## src/rtl/sensor_poll_ctrl.sv

```systemverilog
// sensor_poll_ctrl
// Periodically triggers a DHT-style sensor driver and waits for its result. It keeps the last
// good humidity/temperature reading, raises threshold alarms with hysteresis, and flags a
// sensor fault after a run of consecutive failed reads.
//
// Ports:
//   clk, rst              system clock; asynchronous active-high reset
//   enable                level, 1 = periodic polling allowed
//   temp_th, hum_th       alarm thresholds (degC, %RH), sampled only when a read is evaluated
//   dht_start             one-cycle trigger to the sensor driver
//   dht_busy, dht_valid   driver status; dht_checksum 1 = good frame
//   dht_hum, dht_temp     driver integer results, captured on dht_valid
//   hum_out, temp_out     last good reading
//   upd                   one-cycle pulse when hum_out/temp_out update
//   temp_alarm, hum_alarm threshold alarms; alarm = temp_alarm | hum_alarm
//   sensor_fault          set after MAX_FAIL consecutive failed reads, cleared by a good read
module sensor_poll_ctrl #(
    parameter int unsigned CLK_HZ     = 40_000_000,
    parameter int unsigned POLL_MS    = 2000,
    parameter int unsigned TIMEOUT_MS = 50,
    parameter int unsigned TEMP_HYST  = 2,
    parameter int unsigned HUM_HYST   = 5,
    parameter int unsigned MAX_FAIL   = 3
) (
    input  logic       clk,
    input  logic       rst,
    input  logic       enable,
    input  logic [7:0] temp_th,
    input  logic [7:0] hum_th,
    output logic       dht_start,
    input  logic       dht_busy,
    input  logic       dht_valid,
    input  logic       dht_checksum,
    input  logic [7:0] dht_hum,
    input  logic [7:0] dht_temp,
    output logic [7:0] hum_out,
    output logic [7:0] temp_out,
    output logic       upd,
    output logic       temp_alarm,
    output logic       hum_alarm,
    output logic       alarm,
    output logic       sensor_fault
);

    localparam int unsigned POLL_CYC    = CLK_HZ / 1000 * POLL_MS;
    localparam int unsigned TMO_CYC     = CLK_HZ / 1000 * TIMEOUT_MS;
    localparam logic [31:0] POLL_LAST   = 32'(POLL_CYC - 1);
    localparam logic [31:0] TMO_LAST    = 32'(TMO_CYC - 1);
    localparam logic [31:0] BUSY_LAST   = 32'd3;
    localparam logic [7:0]  TEMP_HYST_B = 8'(TEMP_HYST);
    localparam logic [7:0]  HUM_HYST_B  = 8'(HUM_HYST);
    localparam logic [3:0]  MAX_FAIL_B  = 4'(MAX_FAIL);

    localparam logic [2:0] S_IDLE        = 3'd0;
    localparam logic [2:0] S_WAIT_POLL   = 3'd1;
    localparam logic [2:0] S_TRIGGER     = 3'd2;
    localparam logic [2:0] S_WAIT_BUSY   = 3'd3;
    localparam logic [2:0] S_WAIT_RESULT = 3'd4;
    localparam logic [2:0] S_EVAL        = 3'd5;

    logic [2:0]  state_q, state_d;
    logic [31:0] poll_cnt_q, poll_cnt_d;
    // Counts cycles in WAIT_BUSY (busy deadline) and in WAIT_RESULT (read timeout).
    logic [31:0] tmo_cnt_q, tmo_cnt_d;
    // Set when the driver delivered a frame; the checksum is judged in EVAL.
    logic        ok_q, ok_d;
    logic [7:0]  cap_hum_q, cap_hum_d;
    logic [7:0]  cap_temp_q, cap_temp_d;
    logic        cap_cks_q, cap_cks_d;

    logic [7:0]  hum_q, temp_q;
    logic        upd_q, temp_alarm_q, hum_alarm_q, fault_q;
    logic [3:0]  fail_cnt_q, fail_inc;

    logic        good_read, bad_read;
    logic [7:0]  temp_clr_lvl, hum_clr_lvl;
    logic        temp_alarm_nx, hum_alarm_nx;

    always_comb begin
        state_d    = state_q;
        poll_cnt_d = '0;
        tmo_cnt_d  = '0;
        ok_d       = ok_q;
        cap_hum_d  = cap_hum_q;
        cap_temp_d = cap_temp_q;
        cap_cks_d  = cap_cks_q;
        case (state_q)
            S_IDLE: begin
                if (enable) state_d = S_WAIT_POLL;
            end
            S_WAIT_POLL: begin
                if (!enable) begin
                    state_d = S_IDLE;
                end else if (poll_cnt_q == POLL_LAST) begin
                    state_d = S_TRIGGER;
                end else begin
                    poll_cnt_d = poll_cnt_q + 32'd1;
                end
            end
            S_TRIGGER: begin
                ok_d    = 1'b0;
                state_d = S_WAIT_BUSY;
            end
            S_WAIT_BUSY: begin
                if (dht_busy) begin
                    state_d = S_WAIT_RESULT;
                end else if (tmo_cnt_q == BUSY_LAST) begin
                    state_d = S_EVAL;
                end else begin
                    tmo_cnt_d = tmo_cnt_q + 32'd1;
                end
            end
            S_WAIT_RESULT: begin
                // valid wins over a simultaneous busy fall
                if (dht_valid) begin
                    ok_d       = 1'b1;
                    cap_hum_d  = dht_hum;
                    cap_temp_d = dht_temp;
                    cap_cks_d  = dht_checksum;
                    state_d    = S_EVAL;
                end else if (!dht_busy || tmo_cnt_q == TMO_LAST) begin
                    state_d = S_EVAL;
                end else begin
                    tmo_cnt_d = tmo_cnt_q + 32'd1;
                end
            end
            S_EVAL: begin
                state_d = enable ? S_WAIT_POLL : S_IDLE;
            end
            default: state_d = S_IDLE;
        endcase
    end

    always_ff @(posedge clk or posedge rst) begin
        if (rst) begin
            state_q    <= S_IDLE;
            poll_cnt_q <= '0;
            tmo_cnt_q  <= '0;
            ok_q       <= 1'b0;
            cap_hum_q  <= '0;
            cap_temp_q <= '0;
            cap_cks_q  <= 1'b0;
        end else begin
            state_q    <= state_d;
            poll_cnt_q <= poll_cnt_d;
            tmo_cnt_q  <= tmo_cnt_d;
            ok_q       <= ok_d;
            cap_hum_q  <= cap_hum_d;
            cap_temp_q <= cap_temp_d;
            cap_cks_q  <= cap_cks_d;
        end
    end

    assign good_read = (state_q == S_EVAL) && ok_q && cap_cks_q;
    assign bad_read  = (state_q == S_EVAL) && !good_read;
    assign fail_inc  = (fail_cnt_q == 4'hF) ? 4'hF : fail_cnt_q + 4'd1;

    // Clear level saturates at 0 so a small threshold can never clear via underflow.
    assign temp_clr_lvl = (temp_th > TEMP_HYST_B) ? temp_th - TEMP_HYST_B : 8'd0;
    assign hum_clr_lvl  = (hum_th > HUM_HYST_B) ? hum_th - HUM_HYST_B : 8'd0;

    always_comb begin
        temp_alarm_nx = temp_alarm_q;
        if (cap_temp_q >= temp_th) begin
            temp_alarm_nx = 1'b1;
        end else if (cap_temp_q < temp_clr_lvl) begin
            temp_alarm_nx = 1'b0;
        end
    end

    always_comb begin
        hum_alarm_nx = hum_alarm_q;
        if (cap_hum_q >= hum_th) begin
            hum_alarm_nx = 1'b1;
        end else if (cap_hum_q < hum_clr_lvl) begin
            hum_alarm_nx = 1'b0;
        end
    end

    always_ff @(posedge clk or posedge rst) begin
        if (rst) begin
            hum_q        <= '0;
            temp_q       <= '0;
            upd_q        <= 1'b0;
            temp_alarm_q <= 1'b0;
            hum_alarm_q  <= 1'b0;
            fail_cnt_q   <= '0;
            fault_q      <= 1'b0;
        end else begin
            upd_q <= good_read;
            if (good_read) begin
                hum_q        <= cap_hum_q;
                temp_q       <= cap_temp_q;
                temp_alarm_q <= temp_alarm_nx;
                hum_alarm_q  <= hum_alarm_nx;
                fail_cnt_q   <= '0;
                fault_q      <= 1'b0;
            end else if (bad_read) begin
                fail_cnt_q <= fail_inc;
                if (fail_inc >= MAX_FAIL_B) fault_q <= 1'b1;
            end
        end
    end

    assign dht_start    = (state_q == S_TRIGGER);
    assign hum_out      = hum_q;
    assign temp_out     = temp_q;
    assign upd          = upd_q;
    assign temp_alarm   = temp_alarm_q;
    assign hum_alarm    = hum_alarm_q;
    assign alarm        = temp_alarm_q | hum_alarm_q;
    assign sensor_fault = fault_q;

endmodule
```

## config.mk

```make
export PLATFORM = sky130hd
export DESIGN_NAME = sensor_poll_ctrl
export DESIGN_NICKNAME = d
export VERILOG_FILES = /design/src/rtl/sensor_poll_ctrl.sv
export SDC_FILE = /design/constraint.sdc
export NUM_CORES = 1
export LEC_CHECK = 0
export CAP_MARGIN = 20
export CORE_ASPECT_RATIO = 1.2
export CORE_MARGIN = 3
export CORE_UTILIZATION = 40
export DETAILED_ROUTE_END_ITERATION = 8
export GPL_TIMING_DRIVEN = 0
export PLACE_DENSITY = 0.59
export SYNTH_ARGS = -nofsm -noshare
export SYNTH_HDL_FRONTEND = slang
export SYNTH_SLANG_ARGS = --single-unit
```

## constraint.sdc

```tcl
create_clock -name clk -period 3.9 [get_ports clk]
set_input_delay 0.585 -clock clk [delete_from_list [all_inputs] [get_ports clk]]
set_output_delay 0.585 -clock clk [all_outputs]
set_load 0.01 [all_outputs]
```

==> parameters.txt <==
Parameter                              Value

Yosys
  Cell count after synthesis    640
  Number of distinct library cells after synthesis    53
  #FFs+latches synth    109
  Synth Warn #    0
  Netlist area before placement    around 6100 um2
  Number of synthesized flops with an enable pin    0
  Mean Syn Cell Area    9.54 um2
  Prevailing post-synth register cell    sky130_fd_sc_hd__dfrtp_1
  Sequential fraction of the synthesis area    44.7%
  Syn nets    roughly 710
  Fraction of synthesis flops using an asynchronous set or reset pin    100%

Critical path
  Critical path class    in2reg
  Kind of capture point of the worst setup path    flop
  Crit path max fanout    5
  Endpoint required time on the critical path    between 4 and 5 ns
  Nature of the critical path startpoint    input pin
  Arrival @ worst endpoint    ~3.3 ns

Final layout
  Share of final-layout standard cells stronger than drive strength 1    under 10%
  Count of antenna diodes in the layout    0
  Most common cell after layout, fill and taps aside    sky130_fd_sc_hd__dfrtp_1
  Commonest cells after routing, fill and taps aside    sky130_fd_sc_hd__dfrtp_1, sky130_fd_sc_hd__nand2_1, sky130_fd_sc_hd__nor2_1
  Post-layout net count    785
  Area of all placed cells without fillers    7280 um2
  Synth-to-layout area growth    19.2%
  Filler cell count    1431
  Final non-filler cell total    916

STA
  Relative max-transition margin    a little under half
  Count of final max-slew check failures    0
  Maximum clock rate    323 MHz
  Number of failing hold endpoints at the final stage    0
  Hold slack final    0.476 ns
  RSZ-0062 raised after global routing    no
  Post-Route Skew    ~0.005 ns
  Final period utilization    79.5%
  Final worst path period need    3.10 ns
  Setup violators final    0
  Transition time of the tightest slew-check pin    0.776 ns

Status
  Outcome    finished, final reports clean

Route
  Routed vias    4779
  Final WL    13.3 mm
  Number of nets with antenna violations after routing    0
  Avg Vias per Cell    between 5 and 6
  Number of remaining DRC errors    0
  First-iteration detailed-routing DRC count    250
  First-pass iteration count of the detailed router    4
  Routed wirelength normalized by instance count    14.5 um

Clock network
  Cts-stage hold buffer count    0
  Number of sinks on the clock net    around 110
  Deepest level of the CTS H-tree    3
  Number of CTS-inserted buffers    9
  Number of buffers inserted by post-CTS setup repair    0
  Number of instances resized during post-cts repair    0
  Clock tree from TritonCTS    done
  Latest clock arrival within the worst-skew pair    0.35 ns
  Buffer cell driving the clock tree root    sky130_fd_sc_hd__clkbuf_16
  Clock slew at reported path FFs    roughly 0.070 ns
  Number of buffers on the longest clock path    2

Global route
  Initial antenna violation count    0
  GRT Residual Overflow    0
  Via count of the first global-routing pass    between 4000 and 5000
  Pin count of the biggest net entering global routing    58
  Global-route wire length before repair    23.5 mm
  Combined global-route utilization of all metal layers    16.9%

Place
  Number of placed cells counting well taps    900
  Port Buf Inserts    59
  Global placement routability congestion    0.832
  Cell Area, Placed    6980 um2
  Detail Placement HPWL    9.94 mm

Floorplanning
  Effective utilization at floorplan    41.7%
  Vert. Die Dim    141 um
  Core area    14700 um2
  Io pins    60
  Placement row count    48
  Die width    119 um
  Floorplan die area    16800 um2

Power and ir drop
  PD cells    473 nW/um2
  Static Leakage    3.22 nW
  IR drop worst, VDD    0.219 mV

Flow run
  Maximum Capacitance Violations    0

Min path
  Worst hold path class    reg2reg
-- kinds of logic after synthesis --
kind of cell | count (synthesis) | synth area share (%)
simple gates | 296 | 25.3
flops | 109 | 44.7
compound gates | 82 | 8.47
xor+xnor | 57 | 8.18
buf+inv | 44 | 3.09
fa+ha+maj | 36 | 7.38
mux | 16 | 2.93
-- routing by layer --
| layer | track usage (%) | share of wire [%] |
|---|---|---|
| met1 | 22.0 | 46 |
| met2 | 28.4 | 49 |
| met3 | 2.67 | 3.3 |
| met4 | 6.35 | 2.0 |
| met5 | 0 | 0 |
-- flip-flops by register name, indices dropped and copies added (netlist names), 3 cells and up --
register    flops
poll_cnt_q     32
fail_cnt_q      4
hum_out         8
state_q         3
cap_temp_q      8
cap_hum_q       8
tmo_cnt_q      32
temp_out        8
-- path summary, 6_finish.rpt --
check / startpoint / endpoint / slack (ns) / cells after the start
max: hum_th[0] / hum_alarm / 0.80 / 12
min reg2reg: hum_out[1] / hum_out[1] / 0.48 / 2
min: hum_out[1] / hum_out[1] / 0.48 / 2
min in group asynchronous: rst / poll_cnt_q[9] / 0.72 / 2
max in group asynchronous: rst / temp_out[6] / 2.48 / 3
max reg2reg: tmo_cnt_q[0] / tmo_cnt_q[14] / 1.59 / 7
-- worst max-delay path, cell delays in order --
cell,delay (ns)
sky130_fd_sc_hd__clkdlybuf4s50_1,0.56
sky130_fd_sc_hd__inv_1,0.07
sky130_fd_sc_hd__ha_1,0.21
sky130_fd_sc_hd__or3b_2,0.48
sky130_fd_sc_hd__nand3_1,0.16
sky130_fd_sc_hd__nand2_1,0.08
sky130_fd_sc_hd__ha_1,0.28
sky130_fd_sc_hd__a21oi_1,0.16
sky130_fd_sc_hd__nor2b_1,0.06
sky130_fd_sc_hd__or4_1,0.41
sky130_fd_sc_hd__o21ai_0,0.16
sky130_fd_sc_hd__o21ai_0,0.11
-- where the power goes --
group          internal (mW)  switching [mW]  leakage, nW  total, mW
sequential              1.32           0.189         1.47       1.51
combinational          0.522           0.482         1.60       1.00
clock                  0.500           0.423        0.142      0.923
total                   2.34            1.09         3.22       3.44
-- synthesized netlist by cell type (2+ instances only) --
library cell	instances	area share (%)
sky130_fd_sc_hd__ha_1	36	7.4
sky130_fd_sc_hd__o21a_1	2	0.25
sky130_fd_sc_hd__a211oi_1	5	0.61
sky130_fd_sc_hd__nand4_4	2	0.70
sky130_fd_sc_hd__nand2_1	85	5.2
sky130_fd_sc_hd__nor3_1	7	0.57
sky130_fd_sc_hd__a21o_1	6	0.74
sky130_fd_sc_hd__inv_1	29	1.8
sky130_fd_sc_hd__and2_1	5	0.51
sky130_fd_sc_hd__nor3b_1	2	0.25
sky130_fd_sc_hd__clkbuf_1	10	0.61
sky130_fd_sc_hd__and3_1	13	1.3
sky130_fd_sc_hd__o22ai_1	4	0.41
sky130_fd_sc_hd__a31oi_1	6	0.61
sky130_fd_sc_hd__o21ai_0	21	1.7
sky130_fd_sc_hd__nand4_1	16	1.6
sky130_fd_sc_hd__nand2b_1	7	0.72
sky130_fd_sc_hd__o31a_1	2	0.29
sky130_fd_sc_hd__o32a_1	2	0.33
sky130_fd_sc_hd__xnor2_1	18	2.6
sky130_fd_sc_hd__and4_1	8	1.1
sky130_fd_sc_hd__nor2_1	71	4.4
sky130_fd_sc_hd__o31ai_1	2	0.25
sky130_fd_sc_hd__o2111ai_1	3	0.43
sky130_fd_sc_hd__a21oi_1	24	2.0
sky130_fd_sc_hd__or3_1	8	0.82
sky130_fd_sc_hd__or4_1	3	0.37
sky130_fd_sc_hd__dfrtp_1	109	45
sky130_fd_sc_hd__xor2_1	39	5.6
sky130_fd_sc_hd__nor2b_1	4	0.41
sky130_fd_sc_hd__nor4_4	2	0.70
sky130_fd_sc_hd__nor4_1	13	1.3
sky130_fd_sc_hd__or3_2	3	0.37
sky130_fd_sc_hd__nand3_1	33	2.7
sky130_fd_sc_hd__nor4b_1	3	0.43
sky130_fd_sc_hd__buf_6	3	0.55
sky130_fd_sc_hd__mux2_2	15	2.8
sky130_fd_sc_hd__nand3b_1	3	0.37
sky130_fd_sc_hd__or2_2	2	0.20
-- layout make-up --
class	instances	area, um2	share of cell area, %
multi-input cells	487	3190	43.8
flip-flops and latches	109	2730	37.5
repair buffers	60	618	8.49
well taps	200	250	3.44
clock buffers	9	225	3.09
inverters	29	111	1.53
plain buffers	15	80.1	1.10
clock inverters	7	76.3	1.05
-- per-stage QoR --
stage	setup slack [ns]	util [%]	TNS [ns]	power, mW
2_1_floorplan	0.441	-	0	2.14
3_3_place_gp	-1.29	47.4	-139.47	2.50
3_5_place_dp	0.454	47.6	0	2.55
4_1_cts	0.823	49.7	0	3.49
5_1_grt	0.555	49.7	0	3.70
6_report	0.800	49.7	0	3.44
Power figures use the tool's default switching activity.
